--- src/rtl/mem_access_stage.sv ---
// Memory-access stage: req/ack dmem bus, sized/extended loads, byte-strobed stores; 1-cycle result for non-memory ops.
// stall_o holds execute for the whole bus access (ack cycle included); MEM_ACCESS_TIMEOUT_EN adds a bus watchdog.
module mem_access_stage #(
  parameter int XLEN           = 64,
  parameter int TIMEOUT_CYCLES = 255
) (
  input  logic            clk_i,
  input  logic            rst_i,
  input  logic            valid_i,
  input  logic            mem_read_i,
  input  logic            mem_write_i,
  input  logic            reg_write_i,
  input  logic [2:0]      funct3_i,
  input  logic [4:0]      rd_i,
  input  logic [XLEN-1:0] alu_result_i,
  input  logic [XLEN-1:0] wr_ram_data_i,
  output logic            stall_o,
  output logic            dmem_req_o,
  output logic            dmem_we_o,
  output logic [XLEN-1:0] dmem_addr_o,
  output logic [XLEN-1:0] dmem_wdata_o,
  output logic [7:0]      dmem_wstrb_o,
  input  logic            dmem_ack_i,
  input  logic [XLEN-1:0] dmem_rdata_i,
  output logic            valid_o,
  output logic            reg_write_o,
  output logic [4:0]      rd_o,
  output logic [XLEN-1:0] mem_result_o,
  output logic            misalign_o,
  output logic            bus_err_o
);

  if (XLEN != 64 || TIMEOUT_CYCLES < 1) begin : g_cfg_check
    $error("mem_access_stage: XLEN must be 64 and TIMEOUT_CYCLES >= 1");
  end

  typedef enum logic {IDLE, WAIT} state_t;

  typedef struct packed {
    logic       is_store;
    logic       reg_write;
    logic [4:0] rd;
    logic [2:0] funct3;
    logic [2:0] off;
  } ctx_t;

  state_t      state_q, state_d;
  ctx_t        ctx_q;
  logic        is_mem;
  logic        aligned;
  logic [2:0]  off;
  logic [7:0]  st_wstrb;
  logic [63:0] st_wdata;
  logic [63:0] ld_shift;
  logic [63:0] ld_data;
  logic        tmo_expire;

  assign is_mem  = mem_read_i | mem_write_i;
  assign off     = alu_result_i[2:0];
  assign stall_o = (state_q == WAIT);

  // funct3[1:0] is the access size for both loads and stores
  always_comb begin
    aligned = 1'b1;
    case (funct3_i[1:0])
      2'b01:   aligned = ~off[0];
      2'b10:   aligned = (off[1:0] == 2'b00);
      2'b11:   aligned = (off == 3'b000);
      default: aligned = 1'b1;
    endcase
  end

  always_comb begin
    st_wstrb = 8'h00;
    st_wdata = wr_ram_data_i << {off, 3'b000};
    case (funct3_i[1:0])
      2'b00: begin
        st_wstrb = 8'h01 << off;
        st_wdata = {8{wr_ram_data_i[7:0]}};
      end
      2'b01:   st_wstrb = 8'h03 << off;
      2'b10:   st_wstrb = 8'h0F << off;
      default: st_wstrb = 8'hFF;
    endcase
  end

  assign ld_shift = dmem_rdata_i >> {ctx_q.off, 3'b000};

  always_comb begin
    ld_data = ld_shift;
    case (ctx_q.funct3)
      3'b000:  ld_data = {{56{ld_shift[7]}},  ld_shift[7:0]};
      3'b001:  ld_data = {{48{ld_shift[15]}}, ld_shift[15:0]};
      3'b010:  ld_data = {{32{ld_shift[31]}}, ld_shift[31:0]};
      3'b100:  ld_data = {56'd0, ld_shift[7:0]};
      3'b101:  ld_data = {48'd0, ld_shift[15:0]};
      3'b110:  ld_data = {32'd0, ld_shift[31:0]};
      default: ld_data = ld_shift;
    endcase
  end

`ifdef MEM_ACCESS_TIMEOUT_EN
  localparam int CW = (TIMEOUT_CYCLES > 255) ? $clog2(TIMEOUT_CYCLES + 1) : 8;
  logic [CW-1:0] tmo_cnt_q;

  // Counter sits at zero in IDLE, so it is clear on every entry to WAIT
  always_ff @(posedge clk_i) begin
    if (rst_i || state_q == IDLE) tmo_cnt_q <= '0;
    else if (!dmem_ack_i)         tmo_cnt_q <= tmo_cnt_q + 1'b1;
  end

  assign tmo_expire = (tmo_cnt_q == CW'(TIMEOUT_CYCLES - 1));
`else
  assign tmo_expire = 1'b0;
  assign bus_err_o  = 1'b0;
`endif

  always_ff @(posedge clk_i) begin
    if (rst_i) state_q <= IDLE;
    else       state_q <= state_d;
  end

  always_comb begin
    state_d = state_q;
    case (state_q)
      IDLE:    if (valid_i && is_mem && aligned) state_d = WAIT;
      WAIT:    if (dmem_ack_i || tmo_expire)     state_d = IDLE;
      default: state_d = IDLE;
    endcase
  end

  always_ff @(posedge clk_i) begin
    if (rst_i) begin
      dmem_req_o   <= 1'b0;
      dmem_we_o    <= 1'b0;
      dmem_addr_o  <= '0;
      dmem_wdata_o <= '0;
      dmem_wstrb_o <= '0;
      valid_o      <= 1'b0;
      reg_write_o  <= 1'b0;
      rd_o         <= '0;
      mem_result_o <= '0;
      misalign_o   <= 1'b0;
      ctx_q        <= '0;
`ifdef MEM_ACCESS_TIMEOUT_EN
      bus_err_o    <= 1'b0;
`endif
    end else begin
      valid_o     <= 1'b0;
      reg_write_o <= 1'b0;
      misalign_o  <= 1'b0;
`ifdef MEM_ACCESS_TIMEOUT_EN
      bus_err_o   <= 1'b0;
`endif
      case (state_q)
        IDLE: begin
          if (valid_i) begin
            if (!is_mem) begin
              valid_o      <= 1'b1;
              reg_write_o  <= reg_write_i && (rd_i != 5'd0);
              rd_o         <= rd_i;
              mem_result_o <= alu_result_i;
            end else if (!aligned) begin
              valid_o    <= 1'b1;
              misalign_o <= 1'b1;
              rd_o       <= rd_i;
            end else begin
              // Write wins when both read and write are flagged
              dmem_req_o     <= 1'b1;
              dmem_we_o      <= mem_write_i;
              dmem_addr_o    <= {alu_result_i[63:3], 3'b000};
              dmem_wdata_o   <= st_wdata;
              dmem_wstrb_o   <= mem_write_i ? st_wstrb : 8'h00;
              ctx_q.is_store  <= mem_write_i;
              ctx_q.reg_write <= reg_write_i;
              ctx_q.rd        <= rd_i;
              ctx_q.funct3    <= funct3_i;
              ctx_q.off       <= off;
            end
          end
        end
        WAIT: begin
          if (dmem_ack_i) begin
            dmem_req_o <= 1'b0;
            valid_o    <= 1'b1;
            rd_o       <= ctx_q.rd;
            if (!ctx_q.is_store) begin
              mem_result_o <= ld_data;
              reg_write_o  <= ctx_q.reg_write && (ctx_q.rd != 5'd0);
            end
          end else if (tmo_expire) begin
            dmem_req_o <= 1'b0;
            valid_o    <= 1'b1;
`ifdef MEM_ACCESS_TIMEOUT_EN
            bus_err_o  <= 1'b1;
`endif
          end
        end
        default: ;
      endcase
    end
  end

endmodule

--- config.mk ---
export PLATFORM = sky130hd
export DESIGN_NAME = mem_access_stage
export DESIGN_NICKNAME = d
export VERILOG_FILES = /design/src/rtl/mem_access_stage.sv
export SDC_FILE = /design/constraint.sdc
export NUM_CORES = 1
export LEC_CHECK = 0
export BUFFER_PORTS_ARGS = -buffer_cell sky130_fd_sc_hd__buf_2
export CORE_MARGIN = 4
export CORE_UTILIZATION = 28
export CTS_CLUSTER_SIZE = 16
export DETAILED_ROUTE_END_ITERATION = 8
export GPL_TIMING_DRIVEN = 0
export HOLD_SLACK_MARGIN = 0.05
export PLACE_DENSITY = 0.55
export SYNTH_ARGS = -nofsm -noshare
export SYNTH_HDL_FRONTEND = slang
export SYNTH_SLANG_ARGS = --single-unit
export TNS_END_PERCENT = 100
--- constraint.sdc ---
create_clock -name clk_i -period 2.2 [get_ports clk_i]
set_input_delay 0 -clock clk_i [delete_from_list [all_inputs] [get_ports clk_i]]
set_output_delay 0 -clock clk_i [all_outputs]
set_load 0.02 [all_outputs]
==> impl_results.md <==
* Reg2Reg Depth at 8
* Hold Crit Endpoint: dmem_wdata_o[24]$_SDFFE_PP0P_
* CP Max Fanout at 10
* Total number of vias at 14272
* Clock root buffer: clkbuf_16
* Clock latency on the worst-skew pair at 580 ps
* Final Max Tran Viols at 0
* Most common cell in the netlist: nand2_1
* Worst setup path start: ctx_q[1]$_SDFFE_PP0P_
* Ys async rst share at 0
* TritonCTS buffer count at 28
* Synth Cell Area at 0.0122 mm2
* Hold path depth at 5
* WL/cell at 24.7 um
* Max cap viols at 0
* Clock buffer depth at 3
* Final nets at 2299
* Critical R2R Launch: ctx_q[1]$_SDFFE_PP0P_
* Area Growth Syn to Fin at 44.2%
* Pre-antenna DRT Iters at 6
* DR vias/cell at 5.29
* GR Overflow Total at 0
* ANT nets after route at 0
* Slew HR at 0.395
* Post-Route WL at 66700 um
* RD Place Congestion at 0.949
* Syn Area/Cell at 7.99 um2
* Post-synth top cells: 314 x nand2_1, 220 x dfxtp_1, 190 x a21oi_1
* Clock Skews at 30.5 ps
* Dpl ws at -793 ps
* IO Count at 419
* PortBufs at 411
* Vias in the first global route at 14184
* Worst EP required at 2660 ps
* Clk sink count at 220
* Die extent in x at 217 um
* Largest net degree at the start of global routing at 20
* Final setup viols at 0
* Clock transition at the registers of the reported paths at 60 ps
* Peak VDD IR at 0.000608 V
* Post-synthesis cell count at 1526
* Die area at 0.0470 mm2
* Pwr per Cell Area at 689 mW/mm2
* Final Hold Viols at 0
* EDFF count, synth at 0
* Flop2flop setup slack at 40 ps
* P_leak at 7.31 nW
* Crit path DAT at 2620 ps
* Syn. warnings at 0
* CP startpoint kind: flip-flop
* Rows at 76
* Final Total Pwr at 0.0121 W
* Seq/Total Area, Yosys at 0.361
* Yosys top cell area share at 0.361
* Main synth FF type: dfxtp_1
* CTS HTree Levels at 1
* Critical Setup Path Class: flip-flop to flip-flop
* Initial DRC count at 1274
* HP Class: input port to flip-flop
* Synth cell types at 59
* HP Start: wr_ram_data_i[24]
* Worst-Margin Slew at 908 ps
* DP HPWL at 52700 um
* Setup ws final at 36.1 ps
* Flops & latches, synth at 220
* Final period util at 0.984
* First-pass GRT wire length at 94500 um
* RSZ-0062 raised after global routing: true
* Initial core utilization at 0.283
* DRC viols at 0
* Setup_tns at 0 ps
* Initial antenna violation count at 6
* Largest cells by area after synthesis: dfxtp_1 36%, nand2_1 9.7%, a21oi_1 7.8%, mux2_2 5.9%, mux2i_1 5.4%
* Fmax at 0.462 GHz
* Fin util at 0.408
* Die height at 217 um
* Synth area leader: dfxtp_1
* Status: complete, no violations
* Reg2Reg Capture Point: mem_result_o[10]$_SDFFE_PP0P_
* Crit end category: flip-flop
* Fraction of layout cells with a size suffix above 1 at 0.323
* CTS tree: done
* Gr usage total at 0.268
* CORE AREA at 0.0431 mm2
* Period minus WS final at 2160 ps
## registers in the layout, indices dropped and copies added, names as in the netlist
| signal | count |
|---|---|
| ctx_q | 13 |
| dmem_addr_o | 61 |
| dmem_req_o | 1 |
| dmem_wdata_o | 64 |
| dmem_wstrb_o | 8 |
| mem_result_o | 64 |
| misalign_o | 1 |
| rd_o | 5 |
| reg_write_o | 1 |
| stall_o | 1 |
| valid_o | 1 |
## how the worst max path moves through the flow
stage / to / slack, ps / cells past startpoint
3_5_place_dp: ctx_q[4]$_SDFFE_PP0P_ / -790 / 10
2_1_floorplan: mem_result_o[36]$_SDFFE_PP0P_ / 270 / 9
5_1_grt: mem_result_o[8]$_SDFFE_PP0P_ / -70 / 9
3_3_place_gp: ctx_q[4]$_SDFFE_PP0P_ / -870 / 10
6_report: mem_result_o[10]$_SDFFE_PP0P_ / 40 / 8
4_1_cts: mem_result_o[10]$_SDFFE_PP0P_ / -30 / 6
## power by group
| part | internal (W) | leakage (nW) | switching (W) |
|---|---|---|---|
| combinational | 0.00102 | 5.02 | 0.00170 |
| sequential | 0.00419 | 1.79 | 0.000135 |
| clock | 0.00313 | 0.495 | 0.00195 |
## per-layer routing
layer  share of wire  up-vias  track usage
li1                -     6575            -
met1            0.39     6773        0.318
met2            0.48      774        0.467
met3           0.083      146       0.0626
met4           0.046        4        0.109
met5         0.00040        -            0
## worst max-delay path: stages (launching register included)
cell and delay (ps):
dfxtp_1 310, buf_6 150, buf_4 190, buf_4 200, and2b_4 350, a21oi_1 130
mux2i_2 260, a21oi_1 120, o41ai_1 350
## kinds of logic after synthesis
| family | Yosys count | synth area share |
|---|---|---|
| and+or+nand+nor | 536 | 0.192 |
| AOI/OAI and AO/OA | 449 | 0.228 |
| DFF | 220 | 0.361 |
| buffers and inverters | 163 | 0.0594 |
| muxes | 153 | 0.155 |
| adders and majority gates | 4 | 0.00410 |
| other | 1 | 0.000307 |
## final cells by class
cell class              instances  area (um2)
diodes                          4        10.0
multi-input cells            1146        7370
clock inverters                13         215
plain buffers                 142         749
well taps                     585         732
repair buffers                530        3230
inverters                      20        75.1
clock buffers                  38         798
fillers                      4519       25500
flip-flops and latches        220        4410
## through the flow
stage / hold slack, ps / instance area (um2) / std cells
floorplan: 136 / 12200 / 1529
global placement: 254 / 15000 / 2525
detailed placement: 261 / 15000 / 2525
CTS: 50.1 / 17300 / 2692
global route: 111 / 17600 / 2698
finish: 83.0 / 17600 / 2698
## timing repair
action / 4_1_cts / 5_1_grt
buffers inserted: 4 / 2
endpoints found under the setup margin: 182 / 90
gates resized for setup: 51 / 65
pin swaps: 3 / 3
endpoints found under the hold margin: 186 / 0
hold buffers: 113 / 0
## layout by cell type (no fill, tap or decap), drive strengths merged, types with 5 or more instances in the layout
master | netlist | layout
buf | 65 | 474
nand2 | 314 | 314
dfxtp | 220 | 220
a21oi | 191 | 191
clkbuf | 78 | 123
dlygate4sd3 | 0 | 113
nor2 | 98 | 98
o21ai | 83 | 83
mux2i | 66 | 66
mux2 | 65 | 65
o211ai | 53 | 53
a221oi | 32 | 32
nand2b | 24 | 24
o22ai | 23 | 23
mux4 | 22 | 22
nor2b | 22 | 22
inv | 20 | 21
nand3 | 18 | 18
nor3 | 18 | 18
nand3b | 16 | 16
a311oi | 14 | 14
a211oi | 11 | 11
nor4 | 11 | 11
a22oi | 9 | 9
o211a | 8 | 8
or2 | 7 | 7
o41ai | 7 | 7
clkinv | 0 | 6
bufinv | 0 | 5
No activity file was read; power rests on OpenSTA's default activity.
